File: config.mk
export PLATFORM = sky130hd
export DESIGN_NAME = mem_access_unit
export DESIGN_NICKNAME = d
export VERILOG_FILES = /design/src/rtl/rv32i_mem_pkg.sv /design/src/rtl/mem_lane_align.sv /design/src/rtl/mem_access_unit.sv
export SDC_FILE = /design/constraint.sdc
export NUM_CORES = 1
export LEC_CHECK = 0
export ABC_CLOCK_PERIOD_IN_PS = 2500
export CORE_ASPECT_RATIO = 1.1
export CORE_MARGIN = 2
export CORE_UTILIZATION = 35
export CTS_CLUSTER_DIAMETER = 50
export DETAILED_ROUTE_END_ITERATION = 10
export PLACE_DENSITY = 0.72
export SETUP_SLACK_MARGIN = 0.02
export SYNTH_ARGS = -nofsm -noshare
export SYNTH_HDL_FRONTEND = slang
export SYNTH_SLANG_ARGS = --single-unit
File: constraint.sdc
create_clock -name clk -period 2.5 [get_ports clk]
set_input_delay 0.5 -clock clk [delete_from_list [all_inputs] [get_ports clk]]
set_output_delay 0.5 -clock clk [all_outputs]
set_load 0.01 [all_outputs]
File: src/rtl/rv32i_mem_pkg.sv
// rv32i_mem_pkg: funct3 encodings and FSM state type shared by the load/store unit.
package rv32i_mem_pkg;
  localparam logic [2:0] F3_B  = 3'd0;
  localparam logic [2:0] F3_H  = 3'd1;
  localparam logic [2:0] F3_W  = 3'd2;
  localparam logic [2:0] F3_BU = 3'd4;
  localparam logic [2:0] F3_HU = 3'd5;
  typedef enum logic [1:0] {IDLE, READ, WRITE, RESP} mau_state_t;
endpackage

File: src/rtl/mem_lane_align.sv
// mem_lane_align: load lane extraction/extension and sub-word store merge.
module mem_lane_align
  import rv32i_mem_pkg::*;
(
  input  logic [31:0] word,
  input  logic [31:0] wdata,
  input  logic [2:0]  funct3,
  input  logic [1:0]  lane,
  output logic [31:0] ldata,
  output logic [31:0] mword
);
  logic [7:0]  b;
  logic [15:0] h;
  always_comb begin
    b = word[8*lane +: 8];
    h = lane[1] ? word[31:16] : word[15:0];
    ldata = funct3 == F3_B  ? {{24{b[7]}}, b} :
            funct3 == F3_BU ? {24'b0, b} :
            funct3 == F3_H  ? {{16{h[15]}}, h} :
            funct3 == F3_HU ? {16'b0, h} : word;
    mword = word;
    if (funct3 == F3_B) mword[8*lane +: 8] = wdata[7:0];
    else if (funct3 == F3_H) mword[16*lane[1] +: 16] = wdata[15:0];
  end
endmodule

File: src/rtl/mem_access_unit.sv
// mem_access_unit: RV32I load/store initiator for a word-wide RAM without byte enables.
module mem_access_unit
  import rv32i_mem_pkg::*;
#(
  parameter int MEM_DEPTH = 256,
  parameter int MEM_WIDTH = 32,
  localparam int ADDR_WIDTH = $clog2(MEM_DEPTH)
) (
  input  logic                  clk,
  input  logic                  rst_n,
  input  logic                  req_valid,
  output logic                  req_ready,
  input  logic                  req_write,
  input  logic [2:0]            req_funct3,
  input  logic [31:0]           req_addr,
  input  logic [MEM_WIDTH-1:0]  req_wdata,
  output logic                  resp_valid,
  input  logic                  resp_ready,
  output logic [MEM_WIDTH-1:0]  resp_rdata,
  output logic                  resp_err,
  output logic                  ram_wen,
  output logic                  ram_ren,
  output logic [ADDR_WIDTH-1:0] ram_waddr,
  output logic [ADDR_WIDTH-1:0] ram_raddr,
  output logic [MEM_WIDTH-1:0]  ram_wdata,
  input  logic [MEM_WIDTH-1:0]  ram_rdata
);
  mau_state_t state, state_n;
  logic                  wr, err, bad, accept;
  logic [2:0]            f3;
  logic [1:0]            lane;
  logic [ADDR_WIDTH-1:0] idx;
  logic [31:0]           wd, rword, rdata, ldata, mword;
  assign req_ready = state == IDLE;
  assign accept = req_valid && req_ready;
  assign bad = (|req_addr[31:ADDR_WIDTH+2]) ||
               ((req_funct3 == F3_H || req_funct3 == F3_HU) && req_addr[0]) ||
               (req_funct3 == F3_W && |req_addr[1:0]) ||
               (req_write ? req_funct3 > F3_W : req_funct3 == 3'd3 || req_funct3[2:1] == 2'b11);
  always_comb begin
    state_n = state;
    case (state)
      IDLE:    if (accept) state_n = bad ? RESP : (req_write && req_funct3 == F3_W) ? WRITE : READ;
      READ:    state_n = wr ? WRITE : RESP;
      WRITE:   state_n = RESP;
      RESP:    if (resp_ready) state_n = IDLE;
      default: state_n = IDLE;
    endcase
  end
  always_ff @(posedge clk) begin
    if (!rst_n) begin
      state <= IDLE;
      wr    <= 1'b0;
      f3    <= '0;
      lane  <= '0;
      idx   <= '0;
      wd    <= '0;
      rword <= '0;
      rdata <= '0;
      err   <= 1'b0;
    end else begin
      state <= state_n;
      if (accept) begin
        wr    <= req_write;
        f3    <= req_funct3;
        lane  <= req_addr[1:0];
        idx   <= req_addr[ADDR_WIDTH+1:2];
        wd    <= req_wdata;
        err   <= bad;
        rdata <= '0;
      end
      if (state == READ) begin
        rword <= ram_rdata;
        if (!wr) rdata <= ldata;
      end
    end
  end
  // READ aligns the live RAM word; WRITE merges into the word captured in READ
  mem_lane_align u_align (
    .word   (state == READ ? ram_rdata : rword),
    .wdata  (wd),
    .funct3 (f3),
    .lane   (lane),
    .ldata  (ldata),
    .mword  (mword)
  );
  assign ram_ren    = rst_n && state == READ;
  assign ram_wen    = rst_n && state == WRITE;
  assign ram_raddr  = idx;
  assign ram_waddr  = idx;
  assign ram_wdata  = state == WRITE ? (f3 == F3_W ? wd : mword) : '0;
  assign resp_valid = state == RESP;
  assign resp_rdata = rdata;
  assign resp_err   = err;
endmodule

# Word-level counts from Yosys, hierarchy flattened
# Index checks and enable logic that the tools add are counted.
dict set report word_totals {
  out_inout_bits 85
  reg_bits 113
  in_bits 104
}
dict set report op_classes {
  n_lt_le_gt_ge 1
  n_mux 22
  n_eq_ne 14
  addsub 2
  n_shift 5
  reduce_logical 16
}
# cell n
set ops {}
lappend ops {{32-bit 2-to-1 mux} 12}
lappend ops {{5-bit negator with 34-bit output} 2}
lappend ops {{32-bit bitwise mux} 2}
lappend ops {{16-bit by 34-bit variable shift with 32-bit output, first input constant} 1}
lappend ops {{8-bit by 34-bit variable shift with 32-bit output, first input constant} 1}
lappend ops {{16-bit by 34-bit indexed part select with 32-bit output} 1}
lappend ops {{8-bit by 34-bit indexed part select with 32-bit output} 1}
lappend ops {{32-bit by 6-bit indexed part select with 8-bit output} 1}
lappend ops {{22-bit OR reduction} 1}
lappend ops {{16-bit 2-to-1 mux} 1}
lappend ops {{3-bit by 2-bit equality test with 1-bit output, second input constant} 3}
lappend ops {{3-bit equality test, second input constant} 3}
lappend ops {{2-bit 2-to-1 mux} 4}
lappend ops {{2-bit one-hot mux with 4 select lines} 1}
lappend ops {{2-bit equality test, second input constant} 3}
lappend ops {{3-bit by 1-bit equality test with 1-bit output, second input constant} 2}
lappend ops {{1-bit logical AND} 6}
lappend ops {{1-bit logical OR} 5}
lappend ops {{2-bit by 1-bit inequality test with 1-bit output, second input constant} 2}
lappend ops {{3-bit by 2-bit > comparator with 1-bit output, second input constant} 1}
lappend ops {{3-bit zero test} 1}
lappend ops {{2-bit by 1-bit equality test with 1-bit output, second input constant} 1}
lappend ops {{2-bit zero test} 1}
lappend ops {{1-bit 2-to-1 mux} 2}
lappend ops {{2 further kinds} 2}

# Depth between registers and ports, before layout
# Gate-level depths: netlist of run 1.
dict set report logic_depth {
  word_depth 9
  mapped_depth 11
  mapped_depth_nobuf 6
}

# Hierarchy
# A second synthesis of run 1 with hierarchy kept.
dict set report hier_totals {
  cells_unflattened 821
  area_unflattened_um2 6721.4
}
# module cells_per_inst seq_area_each_um2 area_each_um2 instances
set by_module_without_submodules {}
lappend by_module_without_submodules {mem_access_unit 573 2262.2 5054.8 1}
lappend by_module_without_submodules {mem_lane_align 248 0.0 1666.6 1}

# Least setup slack after synthesis of run 1
# OpenSTA, ideal clock, no wires.
dict set report synth_timing {
  path_kind {reg2out}
  start {register lane[0]}
  end {output port ram_wdata[24]}
  path_stages_with_launch 9
  arrival_time_ns 2.026
  required_time_ns 2.000
  slack_ns -0.026
  n_path_buf 2
  cell_sequence {dfxtp_1 -> buf_2 -> inv_2 -> ha_1 -> nor4bb_1 -> buf_1 -> a22o_1 -> nand2_1 -> a31oi_1}
}
dict set report synth_via {
  elab_chain_cells 6
}
# element line_no
set synth_lines {}
lappend synth_lines {{start, declared} mem_access_unit.sv:31} ;# logic [1:0] lane;
lappend synth_lines {{start signal, assigned} mem_access_unit.sv:66} ;# lane <= req_addr[1:0];
lappend synth_lines {{5-bit negator with 34-bit output (*)} mem_lane_align.sv:22} ;# if (funct3 == F3_B) mword[8*lane +: 8] = wdata[7:0];
lappend synth_lines {{8-bit by 34-bit indexed part select with 32-bit output or 8-bit by 34-bit variable shift with 32-bit output (tied branches)} mem_lane_align.sv:22}
lappend synth_lines {{32-bit bitwise mux (*)} mem_lane_align.sv:22}
lappend synth_lines {{32-bit 2-to-1 mux (*)} mem_lane_align.sv:22}
lappend synth_lines {{32-bit 2-to-1 mux (*) (2 in a row)} mem_access_unit.sv:91} ;# assign ram_wdata = state == WRITE ? (f3 == F3_W ? wd : mword) : '0;
lappend synth_lines {{end, declared} mem_access_unit.sv:25} ;# output logic [MEM_WIDTH-1:0] ram_wdata,
# Mark *: on every way between the ends. The rest lies on a longest branch, timed or not.

# Final worst setup path of run 1
dict set report layout_timing {
  start {register lane[1]}
  end {output port ram_wdata[13]}
}
dict set report layout_via {
  elab_chain_cells 7
}
# element line_no
set layout_lines {}
lappend layout_lines {{5-bit negator with 34-bit output} mem_lane_align.sv:23} ;# else if (funct3 == F3_H) mword[16*lane[1] +: 16] = wdata[15:0];
lappend layout_lines {{16-bit by 34-bit indexed part select with 32-bit output or 16-bit by 34-bit variable shift with 32-bit output (tied branches)} mem_lane_align.sv:23}
lappend layout_lines {{32-bit bitwise mux} mem_lane_align.sv:23}
lappend layout_lines {{32-bit 2-to-1 mux} mem_lane_align.sv:23}
lappend layout_lines {{32-bit 2-to-1 mux (*)} mem_lane_align.sv:22}
lappend layout_lines {{32-bit 2-to-1 mux (*) (2 in a row)} mem_access_unit.sv:91}
# Marks and branches as above.

==> impl_metrics.env, run 1 <==
export IMPL_skew_ns=0.00669
export IMPL_place_area_mm2=0.00896
export IMPL_p_switching_w=0.00436
export IMPL_utilization_pct=57.9
export IMPL_synthTopCellsByCount="nand2_1, a21oi_1, dfxtp_1"
export IMPL_dpl_cell_count=1212
export IMPL_hpwl_um=17000
export IMPL_combPwrFrac_pct=57.1
export IMPL_track_usage_pct=24.7
export IMPL_drive_gt1_share_pct=33.0
export IMPL_globalRoute_totalOverflow=0
export IMPL_switching_share_pct=39.0
export IMPL_clock_path_buffers=2
export IMPL_final_area_mm2=0.0102
export IMPL_max_slew_margin_rel_pct=61.4
export IMPL_hold_viol=0
export IMPL_antenna_found_initial=0
export IMPL_slew_viol_final=0
export IMPL_drt_wl_total_um=24100
export IMPL_synth_area_leader_cell="dfxtp_1"
export IMPL_vias=6840
export IMPL_cp_end_kind="output port"
export IMPL_setup_slack_ns=-0.205
export IMPL_outcome="finished, violations left"
export IMPL_worstSetupPathType="flip-flop to output port"
export IMPL_grt_max_degree=61
export IMPL_first_global_vias=6684
export IMPL_syn_to_final_growth_pct=62.2
export IMPL_die_h_um=145
export IMPL_p_int_w=0.00682
export IMPL_fp_coreArea_mm2=0.0177
export IMPL_ff2ff_path_depth=11
export IMPL_clk_pin_slew_ns=0.05
export IMPL_via_per_inst=5.42
export IMPL_synth_area_top_cells="dfxtp_1, a21oi_1, nand2_1"
export IMPL_grt_first_pass_wirelength_um=36600
export IMPL_register_area_mm2=0.00227
export IMPL_tightest_slew_ns=0.578
export IMPL_clk_insertion_delay_late_ns=0.42
export IMPL_fin_nets=1126
export IMPL_netlist_area_mm2=0.00631
export IMPL_synth_seq_cells=113
export IMPL_setup_violations=28
export IMPL_timing_fmax_mhz=370
export IMPL_port_buffers=188
export IMPL_root_buffer="clkbuf_16"
export IMPL_fin_tns_setup_ns=-2.85
export IMPL_syn_area_per_cell_um2=8.29
export IMPL_start_kind="flip-flop"
export IMPL_worstPathArrival_ns=2.20
export IMPL_gp_congestion=0.958
export IMPL_clock_power_share_pct=19.5
export IMPL_failed_checks="negative setup slack"
export IMPL_post_synth_top_count_cell="nand2_1"
export IMPL_synth_top_area_share_pct=35.8
export IMPL_syn_num_nets=875
export IMPL_drc_errors=0
export IMPL_numCtsBuffers=17
export IMPL_yosys_warnings=0
export IMPL_cts_hold_buf=0
export IMPL_cp_data_required_time_ns=2.00
export IMPL_fin_crit_ns=2.70
export IMPL_dieArea_mm2=0.0191
export IMPL_ios=189
export IMPL_ant_nets=0
export IMPL_p_leak_nw=3.89
export IMPL_htree_levels=4
export IMPL_ys_types=59
export IMPL_wl_per_cell_um=19.1
export IMPL_initial_core_util_pct=35.7
export IMPL_fin_cells=1262
export IMPL_rows=51
export IMPL_clkSinkCount=113
export IMPL_min_path_type="flip-flop to flip-flop"
export IMPL_synthCells=762
export IMPL_min_path_cells=2
export IMPL_nFillCells=1529
export IMPL_power_density_mw_per_mm2=1090
export IMPL_initialDrtViolationCount=711
export IMPL_crit_fanout=5
export IMPL_max_cap_viol_count=0
export IMPL_finalCritPeriodShare_pct=108
export IMPL_die_w_um=132
export IMPL_peakVddDrop_uv=506
export IMPL_dominantRegCellSynth="dfxtp_1"
export IMPL_power_frac_seq_pct=23.4
export IMPL_postSynth_asyncResetShare_pct=0
export IMPL_synth_edff_count=0
export IMPL_synth_yosys_seq_area_share_pct=35.8
export IMPL_drtPass1Iterations=7
export IMPL_multi_input_area_mm2=0.00422
export IMPL_rsz0062_at_grt="yes"
export IMPL_finalPower_w=0.0112
export IMPL_cts_tree="yes"
## layout make-up
type / count / share of cell area, %
clock inverters: 6 / 0.318
multi-input cells: 568 / 41.2
repair buffers: 303 / 28.1
clock buffers: 23 / 4.86
flip-flops and latches: 113 / 22.2
diodes: 1 / 0.0244
well taps: 238 / 2.91
inverters: 10 / 0.428
## sequential cells by signal, indices dropped and copies added (netlist names)
| register | count |
|---|---|
| rword | 32 |
| f3 | 3 |
| resp_rdata | 32 |
| ram_raddr | 8 |
| state | 2 |
| resp_err | 1 |
| lane | 2 |
| wd | 32 |
| wr | 1 |
## power by group through the flow
stage | Clock [W] | Combinational, W | Sequential, W
detailed placement | 0 | 0.00536 | 0.00258
global route | 0.00229 | 0.00680 | 0.00266
CTS | 0.00219 | 0.00609 | 0.00260
floorplan | 0 | 0.00289 | 0.00261
global placement | 0 | 0.00533 | 0.00257
finish | 0.00218 | 0.00639 | 0.00262
## worst paths after layout
| check | startpoint | slack [ns] | end |
|---|---|---|---|
| max reg2reg | state[1] | 0.10 | resp_rdata[6] |
| max | lane[1] | -0.20 | ram_wdata[13] |
| min | wd[28] | 0.45 | wd[28] |
| min reg2reg | wd[28] | 0.45 | wd[28] |
## cell usage in the layout, fill, tap and decap left out, types with 5 or more instances in the layout
cell	instances
buf_2	30
mux2i_4	14
o21a_1	9
a21oi_2	14
inv_1	6
buf_12	14
dfxtp_1	109
mux2_2	10
clkbuf_16	17
nor2_1	38
nand2_2	6
a211oi_2	20
mux2i_1	10
clkbuf_8	5
o211ai_1	14
o21ai_1	9
nor4_1	7
buf_4	81
a21oi_1	113
a22oi_2	8
nor3_2	7
or2_2	19
and2_1	8
mux4_2	5
o221a_1	8
buf_6	18
clkinv_2	6
a2111oi_2	6
a22o_1	7
o21ai_0	19
a21boi_1	5
mux2_4	10
clkdlybuf4s50_1	154
nand2_1	125
## critical path: stages, from the launching register on
cell	delay [ns]
dfxtp_4	0.36
inv_4	0.05
ha_4	0.28
buf_6	0.10
and4b_2	0.30
buf_6	0.13
a21oi_2	0.04
a21oi_1	0.14
o221a_1	0.24
buf_2	0.14
## cells by family after synthesis
group	count (synthesis)	synth area share, %
adder cells (fa/ha/maj)	9	1.78
multiplexers	55	10.1
flip-flops	113	35.8
AND/OR/NAND/NOR	243	17.8
AO/OA/AOI/OAI	261	28.1
buffers and inverters	81	6.34
## what timing repair did
| item | 4_1_cts | 5_1_grt |
|---|---|---|
| setup endpoints to repair | 34 | 37 |
| gates resized for setup | 256 | 44 |
| pin swaps | 57 | 13 |
| setup buffers | 13 | 6 |
| gates cloned | 2 | 1 |
## routing by layer
metal	GRT usage [%]	part of all wire (%)
met3	5.64	7.5
met4	9.90	3.4
met2	41.6	48
met1	30.9	41
met5	0	0
## per-stage QoR
| step | hold slack, ns | setup WS (ns) |
|---|---|---|
| after global routing | 0.469 | -0.245 |
| final | 0.453 | -0.205 |
| after floorplan | 0.433 | 0.0729 |
| after global placement | 0.439 | -0.352 |
| after detailed placement | 0.445 | -0.327 |
| after CTS | 0.453 | -0.168 |
Power figures use the tool's default switching activity.
==> run 2: changes to the inputs <==
--- a/config.mk
+++ b/config.mk
@@ -6,6 +6,7 @@
 export NUM_CORES = 1
 export LEC_CHECK = 0
 export ABC_CLOCK_PERIOD_IN_PS = 2500
+export CAP_MARGIN = 20
 export CORE_ASPECT_RATIO = 1.1
 export CORE_MARGIN = 2
 export CORE_UTILIZATION = 35
==> results of run 2 <==
The final DEF is identical to that of run 1; final timing and power are the same.
==> run 3: changes to the inputs <==
--- a/config.mk
+++ b/config.mk
@@ -5,6 +5,7 @@
 export SDC_FILE = /design/constraint.sdc
 export NUM_CORES = 1
 export LEC_CHECK = 0
+export ABC_AREA = 1
 export ABC_CLOCK_PERIOD_IN_PS = 2500
 export CAP_MARGIN = 20
 export CORE_ASPECT_RATIO = 1.1
@@ -12,8 +13,9 @@
 export CORE_UTILIZATION = 35
 export CTS_CLUSTER_DIAMETER = 50
 export DETAILED_ROUTE_END_ITERATION = 10
-export PLACE_DENSITY = 0.72
+export PLACE_DENSITY = 0.71
 export SETUP_SLACK_MARGIN = 0.02
 export SYNTH_ARGS = -nofsm -noshare
 export SYNTH_HDL_FRONTEND = slang
 export SYNTH_SLANG_ARGS = --single-unit
+export TNS_END_PERCENT = 100
==> impl_metrics.env, run 3 <==
export IMPL_post_place_ws_ns=-0.414
export IMPL_finalPower_w=0.0144
export IMPL_max_slew_margin_rel_pct=60.0
export IMPL_place_area_mm2=0.00939
export IMPL_power_density_mw_per_mm2=1290
export IMPL_numCtsBuffers=17
export IMPL_outcome="finished, violations left"
export IMPL_setup_violations=26
export IMPL_clock_path_buffers=2
export IMPL_rows=52
export IMPL_hpwl_um=18300
export IMPL_dpl_cell_count=1531
export IMPL_dominantRegCellSynth="dfxtp_1"
export IMPL_ios=189
export IMPL_drtPass1Iterations=5
export IMPL_final_area_mm2=0.0111
export IMPL_crit_fanout=7
export IMPL_p_int_w=0.00814
export IMPL_port_buffers=188
export IMPL_fp_coreArea_mm2=0.0185
export IMPL_p_switching_w=0.00621
export IMPL_syn_num_nets=1179
export IMPL_switching_share_pct=43.3
export IMPL_grt_max_degree=55
export IMPL_synth_top_area_share_pct=34.1
export IMPL_layout_cells_most_common="nand2_1"
export IMPL_start_kind="flip-flop"
export IMPL_synth_yosys_seq_area_share_pct=34.1
export IMPL_finalCritPeriodShare_pct=104
export IMPL_setup_slack_ns=-0.0952
export IMPL_cts_tree="yes"
export IMPL_grt_first_pass_wirelength_um=40300
export IMPL_skew_ns=0.0108
export IMPL_failed_checks="negative setup slack"
export IMPL_ant_nets=0
export IMPL_vias=8189
export IMPL_timing_fmax_mhz=385
export IMPL_final_cell_mix="nand2_1, clkdlybuf4s50_1, nor2_1"
export IMPL_ff2ff_setup_slack_ns=0.11
export IMPL_initialDrtViolationCount=514
export IMPL_root_buffer="clkbuf_16"
export IMPL_clk_insertion_delay_late_ns=0.42
export IMPL_holdCritStartpoint="wd[19]"
export IMPL_die_h_um=148
export IMPL_slew_viol_final=0
export IMPL_max_cap_viol_count=0
export IMPL_drt_wl_total_um=26100
export IMPL_fin_cells=1598
export IMPL_synthTopCellsByCount="nand2_1, nor2_1, o21ai_0"
export IMPL_syn_to_final_growth_pct=68.2
export IMPL_initial_core_util_pct=35.9
export IMPL_clk_pin_slew_ns=0.05
export IMPL_clkSinkCount=113
export IMPL_r2r_start="state[1]"
export IMPL_gp_congestion=0.949
export IMPL_fin_nets=1455
export IMPL_synth_area_top_cells="dfxtp_1, nand2_1, o21ai_0"
export IMPL_tightest_slew_ns=0.594
export IMPL_first_global_vias=7724
export IMPL_post_synth_top_count_cell="nand2_1"
export IMPL_via_per_inst=5.12
export IMPL_synth_seq_cells=113
export IMPL_diodes=0
export IMPL_hold_viol=0
export IMPL_combPwrFrac_pct=62.2
export IMPL_drc_errors=0
export IMPL_ys_types=29
export IMPL_cp_data_required_time_ns=2.00
export IMPL_clock_power_share_pct=18.4
export IMPL_synthCells=1066
export IMPL_synth_area_leader_cell="dfxtp_1"
export IMPL_track_usage_pct=25.8
export IMPL_synth_edff_count=0
export IMPL_rsz0062_at_grt="yes"
export IMPL_htree_levels=4
export IMPL_startpoint="state[1]"
export IMPL_cp_end_kind="output port"
export IMPL_min_path_type="flip-flop to flip-flop"
export IMPL_yosys_warnings=0
export IMPL_syn_area_per_cell_um2=6.21
export IMPL_fin_crit_ns=2.60
export IMPL_peakVddDrop_uv=657
export IMPL_power_frac_seq_pct=19.4
export IMPL_worstSetupPathType="flip-flop to output port"
export IMPL_dieArea_mm2=0.0200
export IMPL_antenna_found_initial=0
export IMPL_die_w_um=135
export IMPL_globalRoute_totalOverflow=0
export IMPL_netlist_area_mm2=0.00663
export IMPL_drive_gt1_share_pct=30.5
export IMPL_postSynth_asyncResetShare_pct=0
export IMPL_wl_per_cell_um=16.3
export IMPL_worstPathArrival_ns=2.10
export IMPL_cts_hold_buf=0
export IMPL_p_leak_nw=4.77
## run 3: cell count changes after synthesis, moves of 9 or more
cell | before | now
nor2_1 | 40 | 138
a21boi_1 | 0 | 15
nor3_1 | 11 | 1
or2_2 | 19 | 2
o21ai_1 | 1 | 12
mux2i_1 | 28 | 0
nand3_1 | 1 | 94
nand2_1 | 131 | 253
o21a_1 | 9 | 0
mux2_2 | 17 | 0
inv_1 | 7 | 71
a211oi_2 | 20 | 0
o21ai_0 | 27 | 127
a21oi_1 | 127 | 102
## run 3: cells by family (layout without fill, tap and decap cells)
group	count (synthesis)	in the layout	synth area share, %
AND/OR/NAND/NOR	514	514	32.1
flip-flops	113	113	34.1
buffers and inverters	159	448	10.2
adder cells (fa/ha/maj)	9	9	1.70
AO/OA/AOI/OAI	271	271	21.8
## run 3: worst max-delay path, cell delays in order (launching register included)
cell	delay, ns
dfxtp_2	0.33
inv_2	0.05
ha_4	0.17
buf_12	0.15
inv_12	0.08
buf_16	0.13
nand2_4	0.06
nand2_4	0.09
nand2_2	0.06
o211ai_1	0.11
nand3_1	0.16
a21oi_2	0.14
buf_2	0.15
## run 3: layout make-up
type                       instances  area [µm²]
tap                              243         304
sequential                       113        2280
timing repair buffer             334        3100
clock inverter                    10         155
fill                            1742        7340
clock buffer                      22         484
multi-input combinational        794        4490
inverter                          82         333
## run 3: metrics by stage
step	TNS (ns)	utilization (%)	hold slack [ns]
after detailed placement	-7.36	50.8	0.472
after floorplan	0	-	0.447
after CTS	-1.14	57.0	0.485
after global routing	-3.84	60.3	0.509
final	-1.26	60.3	0.480
after global placement	-7.17	50.8	0.460
## run 3: repair_timing
action,in CTS,in global routing
setup buffers,21,15
gates resized for setup,280,134
hold endpoints to repair,0,0
gates cloned,2,0
pin swaps,66,68
endpoints found under the setup margin,33,32
## run 3: power by group through the flow
stage	registers, W	logic (W)	clock network (W)
floorplan	0.00278	0.00371	0
global placement	0.00271	0.00709	0
detailed placement	0.00273	0.00713	0
CTS	0.00273	0.00798	0.00266
global route	0.00284	0.00966	0.00275
finish	0.00279	0.00893	0.00264
## run 3: path summary, 6_finish.rpt
path | end | cells after the start
worst max-delay path | ram_wdata[31] | 12
worst min-delay path | wd[19] | 2
worst max register to register | resp_rdata[29] | 14
worst min register to register | wd[19] | 2
## run 3: layer usage
metal  vias up  GRT usage, %  wire, µm
met1      3753          32.1     10600
met3        54          5.49      1760
met4         0          10.6      1070
met2       370          43.3     12600
met5         -             0         0
li1       4012             -         -
